`src/rtl/pong_pkg.sv`:
```
// Shared screen geometry, object bounds and colour codes for the pong graphics stage.
package pong_pkg;

    localparam logic [9:0] MAX_X      = 10'd640;
    localparam logic [9:0] MAX_Y      = 10'd480;

    localparam logic [9:0] WALL_X_L   = 10'd32;
    localparam logic [9:0] WALL_X_R   = 10'd35;

    localparam logic [9:0] PAD_X_L    = 10'd600;
    localparam logic [9:0] PAD_X_R    = 10'd603;
    localparam logic [9:0] PAD_Y_RST  = 10'd204;

    localparam logic [9:0] BALL_SIZE  = 10'd8;
    localparam logic [9:0] BALL_X_RST = 10'd316;
    localparam logic [9:0] BALL_Y_RST = 10'd236;

    localparam logic [2:0] RGB_BALL   = 3'b100;
    localparam logic [2:0] RGB_PAD    = 3'b010;
    localparam logic [2:0] RGB_WALL   = 3'b001;
    localparam logic [2:0] RGB_BG     = 3'b000;

endpackage

```
`src/rtl/ball_rom.sv`:
```
// 8x8 round-ball bitmap; MSB of each row is the leftmost pixel.
module ball_rom
    import pong_pkg::*;
(
    input  logic [2:0] addr,
    output logic [7:0] data
);

    always_comb begin
        case (addr)
            3'd0:    data = 8'h3C;
            3'd1:    data = 8'h7E;
            3'd2:    data = 8'hFF;
            3'd3:    data = 8'hFF;
            3'd4:    data = 8'hFF;
            3'd5:    data = 8'hFF;
            3'd6:    data = 8'h7E;
            default: data = 8'h3C;
        endcase
    end

endmodule

```
`src/rtl/pong_graph_anim.sv`:
```
// Pong pixel generator: wall, button-driven paddle and bouncing ball, updated once per frame
// during vertical blanking, with a registered RGB output aligned to the buffered sync signals.
module pong_graph_anim
    import pong_pkg::*;
#(
    parameter int PAD_H  = 72,
    parameter int PAD_V  = 4,
    parameter int BALL_V = 2
) (
    input  logic       clk,
    input  logic       rst,
    input  logic       p_tick,
    input  logic       video_on,
    input  logic [9:0] pixel_x,
    input  logic [9:0] pixel_y,
    input  logic [1:0] btn,
    output logic [2:0] graph_rgb,
    output logic       hit,
    output logic       miss
);

    localparam logic [10:0] MISS_X   = 11'({1'b0, MAX_X} - {1'b0, BALL_SIZE});
    localparam logic [10:0] BOT_Y    = 11'({1'b0, MAX_Y} - 11'd2);
    localparam logic [9:0]  TOP_Y    = 10'd1;
    localparam logic [9:0]  WALL_HIT = 10'(WALL_X_R + 10'd1);
    localparam logic [10:0] PAD_LIM  = 11'(MAX_Y - 10'd1 - 10'(PAD_V));
    localparam logic signed [10:0] V_POS = 11'(BALL_V);
    localparam logic signed [10:0] V_NEG = -11'(BALL_V);

    logic [9:0] pad_y, pad_y_n;
    logic [9:0] ball_x, ball_x_n, ball_y, ball_y_n;
    logic signed [10:0] dx, dx_n, dy, dy_n;
    logic hit_n, miss_n;
    logic [10:0] sum_x, sum_y;

    wire refr_tick = p_tick && (pixel_x == 10'd0) && (pixel_y == 10'd481);

    wire [10:0] pad_top = {1'b0, pad_y};
    wire [10:0] pad_bot = pad_top + 11'(PAD_H - 1);
    wire [10:0] ball_r  = {1'b0, ball_x} + 11'(BALL_SIZE - 10'd1);
    wire [10:0] ball_b  = {1'b0, ball_y} + 11'(BALL_SIZE - 10'd1);

    // Pixel classification against the current object positions.
    wire wall_on = (pixel_x >= WALL_X_L) && (pixel_x <= WALL_X_R);
    wire pad_on  = (pixel_x >= PAD_X_L) && (pixel_x <= PAD_X_R) &&
                   ({1'b0, pixel_y} >= pad_top) && ({1'b0, pixel_y} <= pad_bot);
    wire box_on  = (pixel_x >= ball_x) && ({1'b0, pixel_x} <= ball_r) &&
                   (pixel_y >= ball_y) && ({1'b0, pixel_y} <= ball_b);

    wire [9:0] row_off = pixel_y - ball_y;
    wire [9:0] col_off = pixel_x - ball_x;
    logic [7:0] rom_data;

    ball_rom u_ball_rom (
        .addr (row_off[2:0]),
        .data (rom_data)
    );

    wire [2:0] rom_col = 3'd7 - col_off[2:0];
    wire ball_on = box_on && rom_data[rom_col];

    logic [2:0] rgb_next;

    // NOTE: every signal gets a default before any branch, so no path leaves a latch behind.
    always_comb begin
        rgb_next = RGB_BG;
        if (video_on) begin
            if (ball_on)      rgb_next = RGB_BALL;
            else if (pad_on)  rgb_next = RGB_PAD;
            else if (wall_on) rgb_next = RGB_WALL;
        end
    end

    always_comb begin
        pad_y_n  = pad_y;
        ball_x_n = ball_x;
        ball_y_n = ball_y;
        dx_n     = dx;
        dy_n     = dy;
        hit_n    = 1'b0;
        miss_n   = 1'b0;
        sum_x    = '0;
        sum_y    = '0;
        if (refr_tick) begin
            if (btn == 2'b10 && pad_y > 10'(PAD_V))
                pad_y_n = pad_y - 10'(PAD_V);
            else if (btn == 2'b01 && pad_bot < PAD_LIM)
                pad_y_n = pad_y + 10'(PAD_V);

            if (ball_r >= MISS_X) begin
                miss_n   = 1'b1;
                ball_x_n = BALL_X_RST;
                ball_y_n = BALL_Y_RST;
                dx_n     = V_NEG;
                dy_n     = V_POS;
            end else begin
                if (ball_y <= TOP_Y)     dy_n = V_POS;
                else if (ball_b >= BOT_Y) dy_n = V_NEG;

                if (ball_x <= WALL_HIT) begin
                    dx_n = V_POS;
                end else if (ball_r >= {1'b0, PAD_X_L} && ball_r <= {1'b0, PAD_X_R} &&
                             ball_b >= pad_top && {1'b0, ball_y} <= pad_bot && dx > 11'sd0) begin
                    dx_n  = V_NEG;
                    hit_n = 1'b1;
                end

                // Two's-complement add; the bounds keep the result inside the 10-bit range.
                sum_x    = {1'b0, ball_x} + dx_n;
                sum_y    = {1'b0, ball_y} + dy_n;
                ball_x_n = sum_x[9:0];
                ball_y_n = sum_y[9:0];
            end
        end
    end

    // NOTE: state registers use non-blocking assignments so all of them update from pre-edge values.
    always_ff @(posedge clk or posedge rst) begin
        if (rst) begin
            pad_y     <= PAD_Y_RST;
            ball_x    <= BALL_X_RST;
            ball_y    <= BALL_Y_RST;
            dx        <= V_POS;
            dy        <= V_POS;
            hit       <= 1'b0;
            miss      <= 1'b0;
            graph_rgb <= RGB_BG;
        end else begin
            pad_y     <= pad_y_n;
            ball_x    <= ball_x_n;
            ball_y    <= ball_y_n;
            dx        <= dx_n;
            dy        <= dy_n;
            hit       <= hit_n;
            miss      <= miss_n;
            graph_rgb <= rgb_next;
        end
    end

endmodule

```
`config.mk`:
```
export PLATFORM = sky130hd
export DESIGN_NAME = pong_graph_anim
export DESIGN_NICKNAME = d
export VERILOG_FILES = /design/src/rtl/pong_pkg.sv /design/src/rtl/ball_rom.sv /design/src/rtl/pong_graph_anim.sv
export SDC_FILE = /design/constraint.sdc
export NUM_CORES = 1
export LEC_CHECK = 0
export CORE_ASPECT_RATIO = 1.2
export CORE_MARGIN = 4
export CORE_UTILIZATION = 60
export CTS_CLUSTER_SIZE = 14
export DETAILED_ROUTE_END_ITERATION = 16
export PLACE_DENSITY_LB_ADDON = 0.12
export SLEW_MARGIN = 20
export SYNTH_ARGS = -nofsm -noshare
export SYNTH_HDL_FRONTEND = slang
export SYNTH_SLANG_ARGS = --single-unit
```
`constraint.sdc`:
```
create_clock -name clk -period 6.65 [get_ports clk]
set_input_delay 0.9975 -clock clk [delete_from_list [all_inputs] [get_ports clk]]
set_output_delay 0.9975 -clock clk [all_outputs]
set_load 0.01 [all_outputs]
```
==> load_flow_metrics.sql <==
INSERT INTO impl_metrics (metric_group, metric, value, unit) VALUES
('placed_design', 'portBuffers', '30', ''),
('critical_path', 'critical_path.startpoint_type', 'flop', ''),
('timing', 'final-setup-viol-count', '0', ''),
('pwr', 'pwr_density_cell', '100', 'nW/um^2'),
('yosys', 'synth-main-ff-cell', 'sky130_fd_sc_hd__dfrtp_1', ''),
('routing', 'post_drt_via_cell_ratio', '6.19', ''),
('yosys', 'syn_avg_cell_area', '8.61', 'sq um'),
('critical_path', 'timing_worst_setup_path_type', 'reg -> reg', ''),
('critical_path', 'critical_path_arrival', '5.65', 'ns'),
('clock_tree', 'cts_root_cell', 'sky130_fd_sc_hd__clkbuf_8', ''),
('critical_path', 'timing.critical_path.from', 'ball_y[1]$_DFFE_PP0P_', ''),
('critical_path', 'critical_path_depth', '22', ''),
('pwr', 'power_switching', '0.173', 'mW'),
('die', 'initial_utilization', '61.8', '%'),
('die', 'boundaryPins', '31', ''),
('placed_design', 'place_congestion', '0.955', ''),
('timing', 'layout_setup_ws', '1.23', 'ns'),
('critical_path', 'termination_of_the_worst_setup_path', 'ball_x[9]$_DFFE_PP0P_', ''),
('critical_path', 'worst-r2r-cell-count', '22', ''),
('pwr', 'clockPowerShare', '34.4', '%'),
('timing', 'hold_violations', '0', ''),
('yosys', 'synth.largest_area_cell', 'sky130_fd_sc_hd__ha_1', ''),
('clock_tree', 'post_cts_hold_buffer_count', '0', ''),
('critical_path', 'reg2reg_setup_slack', '1.23', 'ns'),
('yosys', 'synthCells', '655', ''),
('placed_design', 'post_detail_place_hpwl', '11800', 'um'),
('global_routing', 'vias_in_the_first_global_route', '4926', ''),
('die', 'core', '9130', 'sq um'),
('die', 'die_span_in_x', '96.5', 'um'),
('routing', 'detail_route.wirelength', '14700', 'um'),
('routing', 'final_antenna_net_count', '0', ''),
('clock_tree', 'ctsHtreeMaxLevel', '2', ''),
('routing', 'routedWlPerCell', '18.3', 'um'),
('yosys', 'synth_area_leaders', 'sky130_fd_sc_hd__ha_1 (22%), sky130_fd_sc_hd__dfrtp_1 (17%), sky130_fd_sc_hd__dfstp_2 (7.5%), sky130_fd_sc_hd__xnor2_1 (7.1%), sky130_fd_sc_hd__nand2_1 (4.2%)', ''),
('critical_path', 'timing.critical_path.required', '6.88', 'ns'),
('global_routing', 'globalRouteOverflowTotal', '0', ''),
('clock_tree', 'worstSkewPairLatency', '0.33', 'ns'),
('timing', 'timing.clock.skew', '0.00854', 'ns'),
('die', 'die_y', '114', 'um'),
('min_path', 'holdPathStages', '1', ''),
('outcome', 'run_status', 'complete, no violations', ''),
('global_routing', 'grt_first_pass_wirelength', '24500', 'um'),
('timing', 'rsz_0062_raised_after_global_routing', 'no', ''),
('critical_path', 'crit_buf_inv', '1', ''),
('critical_path', 'timing.critical_path.max_delay_family', 'compound AO/OA/AOI/OAI gates', ''),
('final_layout', 'finish.net_count', '813', ''),
('pwr', 'leakage', '2.92', 'nW'),
('yosys', 'mappedNetlistNets', '785', ''),
('final_layout', 'nFillCells', '803', ''),
('pwr', 'power.share.combinational', '12.2', '%'),
('timing', 'achievable-frequency', '185', 'MHz'),
('final_layout', 'antennaDiodeCount', '0', ''),
('yosys', 'ys_top_cells_by_count', 'sky130_fd_sc_hd__ha_1 (100), sky130_fd_sc_hd__nand2_1 (63), sky130_fd_sc_hd__inv_1 (60)', ''),
('routing', 'vias', '4977', ''),
('timing', 'relSlewSlack', '37.5', '%'),
('yosys', 'synth_enable_flop_cells', '0', ''),
('clock_tree', 'cts_buffer_depth', '2', ''),
('critical_path', 'ff_to_ff_end', 'ball_x[9]$_DFFE_PP0P_', ''),
('global_routing', 'grt_usage', '28.4', '%'),
('min_path', 'min_path_type', 'reg -> reg', ''),
('global_routing', 'antenna_found_initial', '0', ''),
('critical_path', 'critical_path.reg2reg.startpoint', 'ball_y[1]$_DFFE_PP0P_', ''),
('routing', 'drt_pre_antenna_iters', '5', ''),
('critical_path', 'timing.critical_path.slowest_cell_delay', '0.48', 'ns'),
('final_layout', 'multi_input_area', '3980', 'sq um'),
('yosys', 'seq_area_frac_synth', '24.3', '%'),
('timing', 'worst_pin_slew', '0.933', 'ns'),
('yosys', 'postSynthRegisterBits', '54', ''),
('yosys', 'ys_warns', '0', ''),
('routing', 'detail_route.drc_violations', '0', ''),
('yosys', 'post-synth-top-count-cell', 'sky130_fd_sc_hd__ha_1', '');
-- layer usage --
| layer | vias up | track usage (%) | part of all wire, % |
|---|---|---|---|
| met5 | - | 0 | 0 |
| met4 | 0 | 9.35 | 2.3 |
| met3 | 26 | 2.70 | 4.1 |
| met2 | 130 | 51.0 | 53 |
| met1 | 2389 | 35.2 | 41 |
| li1 | 2432 | - | - |
-- registers in the layout, indices dropped and copies added, names as in the netlist --
register / cells
pad_y: 8
dy: 10
ball_y: 10
graph_rgb: 3
hit: 1
miss: 1
dx: 11
ball_x: 10
-- placed cells by master (no fill, tap or decap), types with 7 or more instances in the layout --
| cell type | netlist | routed |
|---|---|---|
| sky130_fd_sc_hd__a211oi_1 | 8 | 8 |
| sky130_fd_sc_hd__a21o_1 | 18 | 18 |
| sky130_fd_sc_hd__a21oi_1 | 33 | 33 |
| sky130_fd_sc_hd__a22o_1 | 9 | 9 |
| sky130_fd_sc_hd__a31oi_1 | 8 | 8 |
| sky130_fd_sc_hd__clkdlybuf4s50_1 | 0 | 30 |
| sky130_fd_sc_hd__dfrtp_1 | 38 | 38 |
| sky130_fd_sc_hd__dfstp_2 | 16 | 16 |
| sky130_fd_sc_hd__ha_1 | 100 | 100 |
| sky130_fd_sc_hd__inv_1 | 60 | 59 |
| sky130_fd_sc_hd__nand2_1 | 63 | 63 |
| sky130_fd_sc_hd__nand3_1 | 18 | 18 |
| sky130_fd_sc_hd__nand4_1 | 12 | 12 |
| sky130_fd_sc_hd__nor2_1 | 40 | 40 |
| sky130_fd_sc_hd__nor2b_1 | 11 | 11 |
| sky130_fd_sc_hd__nor3_1 | 20 | 20 |
| sky130_fd_sc_hd__nor4_1 | 11 | 11 |
| sky130_fd_sc_hd__o21a_1 | 12 | 12 |
| sky130_fd_sc_hd__o21ai_0 | 27 | 27 |
| sky130_fd_sc_hd__o31ai_1 | 7 | 7 |
| sky130_fd_sc_hd__xnor2_1 | 46 | 46 |
-- worst min-delay path by stage --
| stage | from | slack (ns) | endpoint |
|---|---|---|---|
| after floorplan | dx[10]$_DFFE_PP0P_ | 0.44 | dx[10]$_DFFE_PP0P_ |
| after global placement | dy[0]$_DFFE_PP0P_ | 0.47 | dy[0]$_DFFE_PP0P_ |
| after detailed placement | dy[0]$_DFFE_PP0P_ | 0.48 | dy[0]$_DFFE_PP0P_ |
| after CTS | dy[1]$_DFFE_PP1P_ | 0.51 | dy[1]$_DFFE_PP1P_ |
| after global routing | dy[1]$_DFFE_PP1P_ | 0.52 | dy[1]$_DFFE_PP1P_ |
| final | dy[0]$_DFFE_PP0P_ | 0.50 | dy[0]$_DFFE_PP0P_ |
-- per-stage QoR --
step	hold slack, ns	instance area, sq um	instances	total power [mW]
3_3_place_gp	0.468	6060	796	0.407
2_1_floorplan	0.438	5640	655	0.375
6_report	0.499	6160	804	0.616
4_1_cts	0.506	6160	804	0.617
5_1_grt	0.516	6160	804	0.642
3_5_place_dp	0.476	6060	796	0.410
-- kinds of logic after synthesis --
| group | count (synthesis) | share of synthesized area [%] |
|---|---|---|
| xor gates and xnor gates | 48 | 7.45 |
| and+or+nand+nor | 212 | 19.0 |
| DFF | 54 | 24.3 |
| buffers and inverters | 73 | 5.08 |
| AOI/OAI and AO/OA | 163 | 20.4 |
| muxes | 1 | 0.177 |
| adders and majority gates | 104 | 23.6 |
-- final cells by class --
class | instances | share of cell area, %
Clock buffer | 5 | 1.12
Clock inverter | 3 | 0.467
Inverter | 60 | 3.66
Multi-Input combinational cell | 528 | 64.7
Sequential cell | 54 | 22.3
Tap cell | 120 | 2.44
Timing Repair Buffer | 34 | 5.36
-- power groups by stage --
stage / sequential (mW) / clock, mW / combinational, mW
4_1_cts: 0.329 / 0.213 / 0.0753
3_5_place_dp: 0.335 / 0 / 0.0748
5_1_grt: 0.329 / 0.229 / 0.0842
2_1_floorplan: 0.335 / 0 / 0.0400
3_3_place_gp: 0.335 / 0 / 0.0723
6_report: 0.329 / 0.212 / 0.0748
(Power assumes the default switching activity.)
